`src/rtl/max7219_pkg.sv`:
```
// rtl/max7219_pkg.sv - MAX7219 register map, FSM encodings and word builders
package max7219_pkg;

    localparam logic [3:0] REG_NOOP     = 4'h0;
    localparam logic [3:0] REG_DIGIT0   = 4'h1;
    localparam logic [3:0] REG_DECODE   = 4'h9;
    localparam logic [3:0] REG_INTENS   = 4'hA;
    localparam logic [3:0] REG_SCANLIM  = 4'hB;
    localparam logic [3:0] REG_SHUTDOWN = 4'hC;
    localparam logic [3:0] REG_TEST     = 4'hF;

    localparam logic [2:0] INIT_LAST       = 3'd4;
    localparam logic [2:0] INIT_INTENS_IDX = 3'd3;

    typedef enum logic [1:0] {
        ST_INIT,
        ST_IDLE,
        ST_INT_UPD,
        ST_FRAME
    } ctrl_state_e;

    typedef enum logic [2:0] {
        PH_IDLE,
        PH_SETUP,
        PH_HIGH,
        PH_LOW,
        PH_GAP
    } shift_phase_e;

    function automatic logic [15:0] build_word(input logic [3:0] addr, input logic [7:0] data);
        return {4'h0, addr, data};
    endfunction

    function automatic logic [3:0] init_addr(input logic [2:0] idx);
        case (idx)
            3'd0:    return REG_SHUTDOWN;
            3'd1:    return REG_DECODE;
            3'd2:    return REG_SCANLIM;
            3'd3:    return REG_INTENS;
            3'd4:    return REG_TEST;
            default: return REG_NOOP;
        endcase
    endfunction

    function automatic logic [7:0] init_data(input logic [2:0] idx, input logic [3:0] intens);
        case (idx)
            3'd0:    return 8'h01;
            3'd2:    return 8'h07;
            3'd3:    return {4'h0, intens};
            default: return 8'h00;
        endcase
    endfunction

endpackage

```
`src/rtl/max7219_chain_shifter.sv`:
```
// rtl/max7219_chain_shifter.sv - shifts one chain-wide word out on sck/dout with cs framing
module max7219_chain_shifter import max7219_pkg::*; #(
    parameter int N_DEV   = 2,
    parameter int CLK_DIV = 5,
    parameter int CS_GAP  = 2
) (
    input  logic                  clk_i,
    input  logic                  rst_i,
    input  logic                  load_i,
    input  logic [N_DEV*16-1:0]   word_i,
    output logic                  ready_o,
    output logic                  sck_o,
    output logic                  dout_o,
    output logic                  cs_o,
    output logic                  done_o
);

    localparam int W  = N_DEV * 16;
    localparam int BW = $clog2(W);
    localparam int DW = $clog2(CLK_DIV);
    localparam int GW = $clog2(CS_GAP + 1);

    localparam logic [BW-1:0] LAST_BIT = BW'(W - 1);
    localparam logic [DW-1:0] DIV_LAST = DW'(CLK_DIV - 1);
    localparam logic [GW-1:0] GAP_LAST = GW'(CS_GAP);

    shift_phase_e    phase_q, phase_d;
    logic [DW-1:0]   div_q, div_d;
    logic [BW-1:0]   bit_q, bit_d;
    logic [GW-1:0]   gap_q, gap_d;
    logic [W-1:0]    sr_q, sr_d;
    logic            sck_q, sck_d;
    logic            cs_q, cs_d;
    logic            done_q, done_d;
    logic            half_end;

    assign half_end = (div_q == DIV_LAST);
    // A new load is accepted on the last gap cycle so back-to-back words keep the exact period.
    assign ready_o  = (phase_q == PH_IDLE) || (phase_q == PH_GAP && half_end && gap_q == GAP_LAST);
    assign sck_o    = sck_q;
    assign cs_o     = cs_q;
    assign dout_o   = sr_q[W-1];
    assign done_o   = done_q;

    always_comb begin
        phase_d = phase_q;
        div_d   = (phase_q == PH_IDLE || half_end) ? '0 : div_q + 1'b1;
        bit_d   = bit_q;
        gap_d   = gap_q;
        sr_d    = sr_q;
        sck_d   = sck_q;
        cs_d    = cs_q;
        done_d  = 1'b0;

        if (half_end) begin
            unique case (phase_q)
                PH_SETUP: begin
                    sck_d   = 1'b1;
                    phase_d = PH_HIGH;
                end
                PH_HIGH: begin
                    sck_d   = 1'b0;
                    sr_d    = {sr_q[W-2:0], 1'b0};
                    phase_d = PH_LOW;
                end
                PH_LOW: begin
                    if (bit_q == LAST_BIT) begin
                        cs_d    = 1'b1;
                        done_d  = 1'b1;
                        gap_d   = '0;
                        phase_d = PH_GAP;
                    end else begin
                        bit_d   = bit_q + 1'b1;
                        sck_d   = 1'b1;
                        phase_d = PH_HIGH;
                    end
                end
                PH_GAP: begin
                    if (gap_q == GAP_LAST) begin
                        phase_d = PH_IDLE;
                    end else begin
                        gap_d = gap_q + 1'b1;
                    end
                end
                default: ;
            endcase
        end

        if (ready_o && load_i) begin
            sr_d    = word_i;
            cs_d    = 1'b0;
            sck_d   = 1'b0;
            bit_d   = '0;
            div_d   = '0;
            phase_d = PH_SETUP;
        end
    end

    always_ff @(posedge clk_i) begin
        if (rst_i) begin
            phase_q <= PH_IDLE;
            div_q   <= '0;
            bit_q   <= '0;
            gap_q   <= '0;
            sr_q    <= '0;
            sck_q   <= 1'b0;
            cs_q    <= 1'b1;
            done_q  <= 1'b0;
        end else begin
            phase_q <= phase_d;
            div_q   <= div_d;
            bit_q   <= bit_d;
            gap_q   <= gap_d;
            sr_q    <= sr_d;
            sck_q   <= sck_d;
            cs_q    <= cs_d;
            done_q  <= done_d;
        end
    end

endmodule

```
`src/rtl/max7219_chain_ctrl.sv`:
```
// rtl/max7219_chain_ctrl.sv - MAX7219 chain sequencer: init, intensity updates and frame refresh
module max7219_chain_ctrl import max7219_pkg::*; #(
    parameter int N_DEV   = 2,
    parameter int CLK_DIV = 5,
    parameter int CS_GAP  = 2
) (
    input  logic                  clk_i,
    input  logic                  rst_i,
    input  logic [N_DEV*64-1:0]   pixels_i,
    input  logic                  frame_valid_i,
    output logic                  frame_ready_o,
    input  logic [3:0]            intensity_i,
    output logic                  sck_o,
    output logic                  dout_o,
    output logic                  cs_o,
    output logic                  busy_o,
    output logic                  frame_done_o
);

    ctrl_state_e            state_q, state_d;
    logic [2:0]             idx_q, idx_d;
    logic [2:0]             row_q, row_d;
    logic                   issued_q, issued_d;
    logic [3:0]             int_sent_q, int_sent_d;
    logic [N_DEV*64-1:0]    buf_q, buf_d;

    logic                   sh_load, sh_ready, sh_done;
    logic [2:0]             sel;
    logic [N_DEV*16-1:0]    word;

    max7219_chain_shifter #(
        .N_DEV   (N_DEV),
        .CLK_DIV (CLK_DIV),
        .CS_GAP  (CS_GAP)
    ) u_shifter (
        .clk_i   (clk_i),
        .rst_i   (rst_i),
        .load_i  (sh_load),
        .word_i  (word),
        .ready_o (sh_ready),
        .sck_o   (sck_o),
        .dout_o  (dout_o),
        .cs_o    (cs_o),
        .done_o  (sh_done)
    );

    assign busy_o       = (state_q != ST_IDLE);
    assign frame_done_o = sh_done && (state_q == ST_FRAME) && (row_q == 3'd7);

    // issued_q marks that the current step's word is on the wire; the next shifter
    // ready then means that word has finished, including its cs gap.
    always_comb begin
        state_d       = state_q;
        idx_d         = idx_q;
        row_d         = row_q;
        issued_d      = issued_q;
        int_sent_d    = int_sent_q;
        buf_d         = buf_q;
        sh_load       = 1'b0;
        frame_ready_o = 1'b0;
        sel           = (state_q == ST_FRAME) ? row_q : idx_q;

        unique case (state_q)
            ST_INIT: begin
                if (sh_ready) begin
                    if (!issued_q) begin
                        sh_load  = 1'b1;
                        issued_d = 1'b1;
                    end else if (idx_q == INIT_LAST) begin
                        state_d  = ST_IDLE;
                        issued_d = 1'b0;
                    end else begin
                        sel     = idx_q + 3'd1;
                        idx_d   = sel;
                        sh_load = 1'b1;
                    end
                end
            end
            ST_IDLE: begin
                frame_ready_o = (intensity_i == int_sent_q);
                if (intensity_i != int_sent_q) begin
                    state_d  = ST_INT_UPD;
                    issued_d = 1'b0;
                end else if (frame_valid_i) begin
                    buf_d    = pixels_i;
                    row_d    = 3'd0;
                    state_d  = ST_FRAME;
                    issued_d = 1'b0;
                end
            end
            ST_INT_UPD: begin
                if (sh_ready) begin
                    if (!issued_q) begin
                        sh_load  = 1'b1;
                        issued_d = 1'b1;
                    end else begin
                        state_d  = ST_IDLE;
                        issued_d = 1'b0;
                    end
                end
            end
            ST_FRAME: begin
                if (sh_ready) begin
                    if (!issued_q) begin
                        sh_load  = 1'b1;
                        issued_d = 1'b1;
                    end else if (row_q == 3'd7) begin
                        state_d  = ST_IDLE;
                        issued_d = 1'b0;
                    end else begin
                        sel     = row_q + 3'd1;
                        row_d   = sel;
                        sh_load = 1'b1;
                    end
                end
            end
            default: state_d = ST_INIT;
        endcase

        if (sh_load && (state_q == ST_INT_UPD ||
                        (state_q == ST_INIT && sel == INIT_INTENS_IDX))) begin
            int_sent_d = intensity_i;
        end
    end

    // Word n*16 of the stream lands in device n, so device N_DEV-1 sits in the top slice.
    always_comb begin
        word = '0;
        for (int d = 0; d < N_DEV; d++) begin
            if (state_q == ST_FRAME) begin
                word[d*16 +: 16] = build_word(REG_DIGIT0 + {1'b0, sel},
                                              buf_q[d*64 + int'(sel)*8 +: 8]);
            end else if (state_q == ST_INT_UPD) begin
                word[d*16 +: 16] = build_word(REG_INTENS, {4'h0, intensity_i});
            end else begin
                word[d*16 +: 16] = build_word(init_addr(sel), init_data(sel, intensity_i));
            end
        end
    end

    always_ff @(posedge clk_i) begin
        if (rst_i) begin
            state_q    <= ST_INIT;
            idx_q      <= '0;
            row_q      <= '0;
            issued_q   <= 1'b0;
            int_sent_q <= '0;
            buf_q      <= '0;
        end else begin
            state_q    <= state_d;
            idx_q      <= idx_d;
            row_q      <= row_d;
            issued_q   <= issued_d;
            int_sent_q <= int_sent_d;
            buf_q      <= buf_d;
        end
    end

endmodule

```
`config.mk`:
```
export PLATFORM = sky130hd
export DESIGN_NAME = max7219_chain_ctrl
export DESIGN_NICKNAME = d
export VERILOG_FILES = /design/src/rtl/max7219_pkg.sv /design/src/rtl/max7219_chain_shifter.sv /design/src/rtl/max7219_chain_ctrl.sv
export SDC_FILE = /design/constraint.sdc
export NUM_CORES = 1
export LEC_CHECK = 0
export ABC_AREA = 1
export ABC_CLOCK_PERIOD_IN_PS = 3200
export CAP_MARGIN = 20
export CORE_ASPECT_RATIO = 0.75
export CORE_MARGIN = 5
export CORE_UTILIZATION = 40
export CTS_CLUSTER_DIAMETER = 150
export CTS_CLUSTER_SIZE = 12
export DETAILED_ROUTE_END_ITERATION = 8
export DONT_BUFFER_PORTS = 1
export GPL_TIMING_DRIVEN = 0
export HOLD_SLACK_MARGIN = 0.08
export PLACE_DENSITY = 0.63
export SYNTH_ARGS = -nofsm -noshare
export SYNTH_HDL_FRONTEND = slang
export SYNTH_SLANG_ARGS = --single-unit
```
`constraint.sdc`:
```
create_clock -name clk_i -period 3.2 [get_ports clk_i]
set_clock_uncertainty 0.1 [all_clocks]
set_input_delay 0.32 -clock clk_i [delete_from_list [all_inputs] [get_ports clk_i]]
set_output_delay 0.32 -clock clk_i [all_outputs]
set_load 0.005 [all_outputs]
```
### Word level (Yosys, flattened, before mapping)

Index checks and enable logic that the tools add are counted.

* register bits: 189
* bits of input ports: 135
* output and inout port bits: 6
* logic and storage cells: 166

* $add $sub $neg: 7
* eq/ne operators: 36
* shift-type cells: 2
* mux-type cells: 64
* bitwise logic cells: 5
* reduce and logical (&&, ||, !) cells: 37

Operator list (number)
* $shiftx A128 B7 Y8: 1
* $shiftx A128 B9 Y8: 1
* $mux W32: 3
* $mux W3: 14
* $mux W12: 2
* $mux W2: 12
* $mux W1: 22
* $ne A2 B2 Y1 const B: 10
* $pmux W4 S5: 1
* $reduce_and A3 Y1: 6
* $mux W16: 1
* $eq A3 B3 Y1 const B: 5
* $eq A3 B2 Y1 const B: 4
* $ne A2 B1 Y1 const B: 6
* $pmux W3 S2: 2
* $pmux W3 S4: 1
* $pmux W4 S3: 1
* $reduce_and A4 Y1: 3
* $reduce_bool A2 Y1: 6
* $add A3 B1 Y3 const B: 3
* $reduce_and A9 Y1: 1
* $add A7 B6 Y8 const A: 1
* $pmux W2 S4: 1
* $logic_and A1 B1 Y1: 7
* other kinds (24): 37

### Depth between registers and ports, before layout

* depth after elaboration: 11
* depth in mapped cells: 24
* mapped depth without buffers: 23

### Modules after synthesis

From an unflattened synthesis, not the netlist that was laid out.

* cells, all modules: 1364
* area, all modules: 9472.8 µm²

By module, submodules not included
* max7219_chain_ctrl: times used 1, cells each 1042, area an instance 7126.8 µm², sequential area each 2822.7 µm²
* max7219_chain_shifter: times used 1, cells each 322, area an instance 2346.0 µm², sequential area each 960.9 µm²

### Least setup slack after synthesis

OpenSTA, ideal clock, no wires.

* path type: flip-flop to flip-flop
* from: register row_q[0]
* to: register u_shifter.sr_q[3]
* setup time: 0.132 ns
* data arrival time: 2.698 ns
* data required time: 2.968 ns
* setup slack: 0.270 ns
* stages on the path, launching flop included: 21
* path buffers: 1
* period minus slack after synthesis: 2.930 ns
* cell sequence: dfxtp_1 > ha_1 > ha_1 > or2_2 > nand2_1 > nand2_1 > nand2_1 > nand2_1 > nand3_1 > nand2_1 > nand2_1 > nand2_4 > buf_4 > ha_1 > ha_1 > nor2_1 > inv_1 > a31oi_1 > nand2_1 > nand2_1 > a21oi_1

* longest elaborated chain between the ends: 10
* elaborated cells on any way between the ends: 26
* classes of those cells: add/sub: 1; eq/ne: 3; shift: 1; mux: 16; reduce/logical: 5

RTL lines
* start: declaration: line max7219_chain_ctrl.sv:22 `logic [2:0] row_q, row_d;`
* start signal: assignment: line max7219_chain_ctrl.sv:152 `row_q <= row_d;`
* branches (longest 10 deep; another with $add A3 B1 Y3)
* end signal: assignment: line max7219_chain_shifter.sv:114 `sr_q <= sr_d;`
* end: declaration: line max7219_chain_shifter.sv:31 `logic [W-1:0] sr_q, sr_d;`

Several ways; the timed one is not identified.
A chain may end at the register's enable or synchronous reset.

### Worst setup path in the final report

* from: register state_q[0]
* to: register u_shifter.sr_q[19]

* longest elaborated chain between the ends: 11
* elaborated cells on any way between the ends: 25
* classes of those cells: add/sub: 1; eq/ne: 4; shift: 1; mux: 13; reduce/logical: 6

RTL lines
* start: declaration: line max7219_chain_ctrl.sv:20 `ctrl_state_e state_q, state_d;`
* start signal: assignment: line max7219_chain_ctrl.sv:150 `state_q <= state_d;`
* branches (longest 11 deep; another with $add A7 B6 Y8)

Several ways; the timed one is not identified.

==> flow_metrics.py <==
metrics = {
    "die": {
        "rows": 48,
        "initial_core_util_pct": 40.3,
        "die_y_um": 141,
        "die_area_um2": 26100,
        "core_area_um2": 22800,
        "die_w_um": 185,
        "ioPinCount": 141,
    },
    "placed_design": {
        "preCtsSetupSlack_ns": -0.226,
        "portBuffers": 0,
        "gp_congestion": 0.897,
        "placed_area_um2": 9570,
        "post-dp-hpwl_um": 20700,
    },
    "timing": {
        "timing.hold.ws_ns": 0.130,
        "finalSetupTns_ns": 0,
        "fin_crit_ns": 2.98,
        "setup_viol": 0,
        "timing.fmax_mhz": 336,
        "finalWorstSetupSlack_ns": 0.220,
        "post-route-period-util_pct": 93.1,
        "worst_pin_slew_ns": 0.766,
        "hold_viol": 0,
        "slew_violations": 0,
        "max-slew-margin-rel_pct": 48.9,
    },
    "layout": {
        "fillers": 2204,
        "area_delta_synth_final_pct": 26.2,
        "drive_above_1_share_pct": 7.95,
        "layout.nets": 1627,
        "final_area_um2": 11600,
    },
    "critical_path": {
        "crit_path_end": "u_shifter.sr_q[19]$_SDFFE_PP0P_",
        "startpoint_type": "register",
        "r2r_slack_ns": 0.22,
        "reg2regPathDepth": 18,
        "worst-path-max-fanout": 10,
        "endpoint_kind": "register",
        "r2r-start": "state_q[0]$_SDFFE_PP0P_",
        "critical_path.startpoint": "state_q[0]$_SDFFE_PP0P_",
        "crit_arrival_ns": 3.18,
        "cp.required_ns": 3.40,
        "criticalPathCategory": "register to register",
        "r2r_end": "u_shifter.sr_q[19]$_SDFFE_PP0P_",
    },
    "status": {
        "status": "finished, final reports clean",
    },
    "synthesis": {
        "syn_inst": 1313,
        "avgSynthCellArea_um2": 7.00,
        "syn_nets": 1468,
        "synth_edf_count": 0,
        "synth_largest_area_cell": "dfxtp_1",
        "synth_area_leaders": "dfxtp_1 (41%), o21ai_0 (10%), nor2_1 (8.7%)",
        "synth_seq_area_share_pct": 41.2,
        "synth_cell_type_count": 42,
        "synth_most_common_cell": "nor2_1",
        "synth-main-ff-cell": "dfxtp_1",
        "netlist_top_cells_count": "nor2_1 (213), dfxtp_1 (189), o21ai_0 (189), nand2_1 (160), nand3_1 (122)",
        "synth_top_area_share_pct": 41.2,
        "synth_seq_cells": 189,
        "syn_area_um2": 9190,
        "synthArstFlopShare_pct": 0,
        "yosysWarnings": 0,
    },
    "global_route": {
        "grt_use_met3_pct": 5.38,
        "grt-busiest-layer": "met2",
        "grt_pass1_vias": 8957,
        "grt_usage_pct": 22.5,
        "met2_usage_pct": 35.1,
        "grt_antenna_before_repair": 2,
        "use_met1_pct": 31.2,
        "grt_pass1_wl_um": 46900,
        "grt_start_max_net_pins": 20,
        "globalRouteOverflowTotal": 0,
    },
    "cts": {
        "clk_pin_slew_ns": 0.07,
        "clock_latency_ns": 0.44,
        "cts_tree": "done",
        "clockBufferDepth": 2,
        "root_buffer": "clkbuf_16",
        "cts.sinks": 189,
        "htree_levels": 4,
        "cts_buffers": 17,
    },
    "routing": {
        "via_per_inst": 5.29,
        "dr_total_vias": 9440,
        "wire_per_inst_um": 16.4,
        "drtIter0Drc": 873,
        "wl_um": 29400,
        "ant_nets": 0,
        "drtPass1Iterations": 8,
        "post-route-drc-count": 0,
    },
    "power": {
        "p_per_area_nw_per_um2": 673,
        "irDropWorstVdd_uv": 437,
        "power_uw": 7810,
        "power.static_leakage_uw": 0.00456,
    },
    "worst_hold_path": {
        "holdCritPathClass": "input port to register",
    },
    "flow_run": {
        "maxCapViolCount": 0,
    },
}
## layout make-up
class / count / area, µm² / area share [%]
Tap cell: 300 / 375 / 3.24
Buffer: 78 / 390 / 3.37
Antenna cell: 2 / 5.00 / 0.0431
Clock inverter: 13 / 135 / 1.16
Multi-Input combinational cell: 921 / 4620 / 39.8
Sequential cell: 189 / 3790 / 32.7
Clock buffer: 18 / 429 / 3.70
Timing Repair Buffer: 142 / 1400 / 12.0
Inverter: 123 / 462 / 3.98
## routing by layer
layer	wire length (µm)	vias up
li1	-	4643
met1	13300	4368
met2	13000	383
met3	2630	46
met4	515	0
met5	0	-
## worst min path at each step
stage,from,end,slack [ns],depth (start not counted)
after floorplan,u_shifter.div_q[0]$_SDFF_PP0_,u_shifter.div_q[0]$_SDFF_PP0_,0.32,1
after global placement,u_shifter.div_q[0]$_SDFF_PP0_,u_shifter.div_q[0]$_SDFF_PP0_,0.33,1
after detailed placement,u_shifter.div_q[0]$_SDFF_PP0_,u_shifter.div_q[0]$_SDFF_PP0_,0.34,1
after CTS,intensity_i[0],u_shifter.sr_q[0]$_SDFFE_PP0P_,0.11,4
after global routing,intensity_i[3],u_shifter.sr_q[3]$_SDFFE_PP0P_,0.17,4
final,intensity_i[3],u_shifter.sr_q[3]$_SDFFE_PP0P_,0.13,4
## placed cells by master, fill, tap and decap left out, types with 2 or more instances in the layout
master           n
o211ai_1        24
clkinvlp_4       6
ha_2             5
nand2_1        158
nand3b_1         3
and2_1           2
xor2_1           2
xnor2_1          6
nand2_2          4
nand4_1          7
o21ai_1         19
or2_2            5
or2_1            7
inv_2            9
inv_8            3
nor2_2           4
buf_4           16
buf_1            2
ha_1            15
clkbuf_16       17
diode_2          2
inv_6            3
dfxtp_2          3
o21ai_0        187
inv_1          113
a21oi_1         98
nand3_2          9
clkbuf_1        53
buf_6            6
nor3_1           3
nor2_1         211
nand3_1        122
nor2_4           4
or2_0           10
dlygate4sd3_1  132
nand2_4          5
buf_2           11
dfxtp_1        186
## kinds of logic (layout without fill, tap and decap cells)
| kind of cell | count (synthesis) | count (layout) | synth area share [%] |
|---|---|---|---|
| simple gates | 556 | 556 | 26.8 |
| compound gates | 337 | 337 | 19.5 |
| buf+inv | 203 | 374 | 9.13 |
| flops | 189 | 189 | 41.2 |
| fa+ha+maj | 20 | 20 | 2.72 |
| xor+xnor | 8 | 8 | 0.762 |
| other cells | 0 | 2 | 0 |
## what timing repair did
action                     CTS  global route
hold buffers               132             0
gates resized for setup     10            20
setup endpoints to repair   14            21
pin swaps                    2             5
hold endpoints to repair   132             0
buffers inserted             1             9
## power breakdown
group | internal [µW] | total [µW] | leakage, µW | switching [µW]
Sequential | 2500 | 2570 | 0.00153 | 78.0
Combinational | 1170 | 3140 | 0.00277 | 1980
Clock | 1090 | 2090 | 0.000257 | 1000
## sequential cells by signal (all words and copies together), names as in the netlist, 2 cells and up
register	count
row_q	3
int_sent_q	4
u_shifter.gap_q	2
idx_q	3
u_shifter.sr_q	32
u_shifter.div_q	3
state_q	2
buf_q	128
u_shifter.bit_q	5
u_shifter.phase_q	3
## metrics by stage
step / cells / utilization [%]
finish: 1786 / 50.8
global placement: 1613 / 41.9
CTS: 1776 / 50.3
global route: 1786 / 50.8
floorplan: 1313 / -
detailed placement: 1613 / 41.9
## worst max-delay path, stage by stage, from the launching register on
cell	delay, ns
dfxtp_2	0.36
ha_2	0.20
buf_4	0.19
nand2_1	0.13
and2_1	0.21
nand2_1	0.08
nand2_1	0.06
nand2_1	0.05
nand3_1	0.07
nand3_2	0.13
nand2_4	0.12
buf_4	0.22
ha_2	0.24
nor2_4	0.16
inv_1	0.07
a31oi_2	0.22
nand2_1	0.08
nand2_1	0.08
a21oi_1	0.06
(Power assumes the default switching activity.)
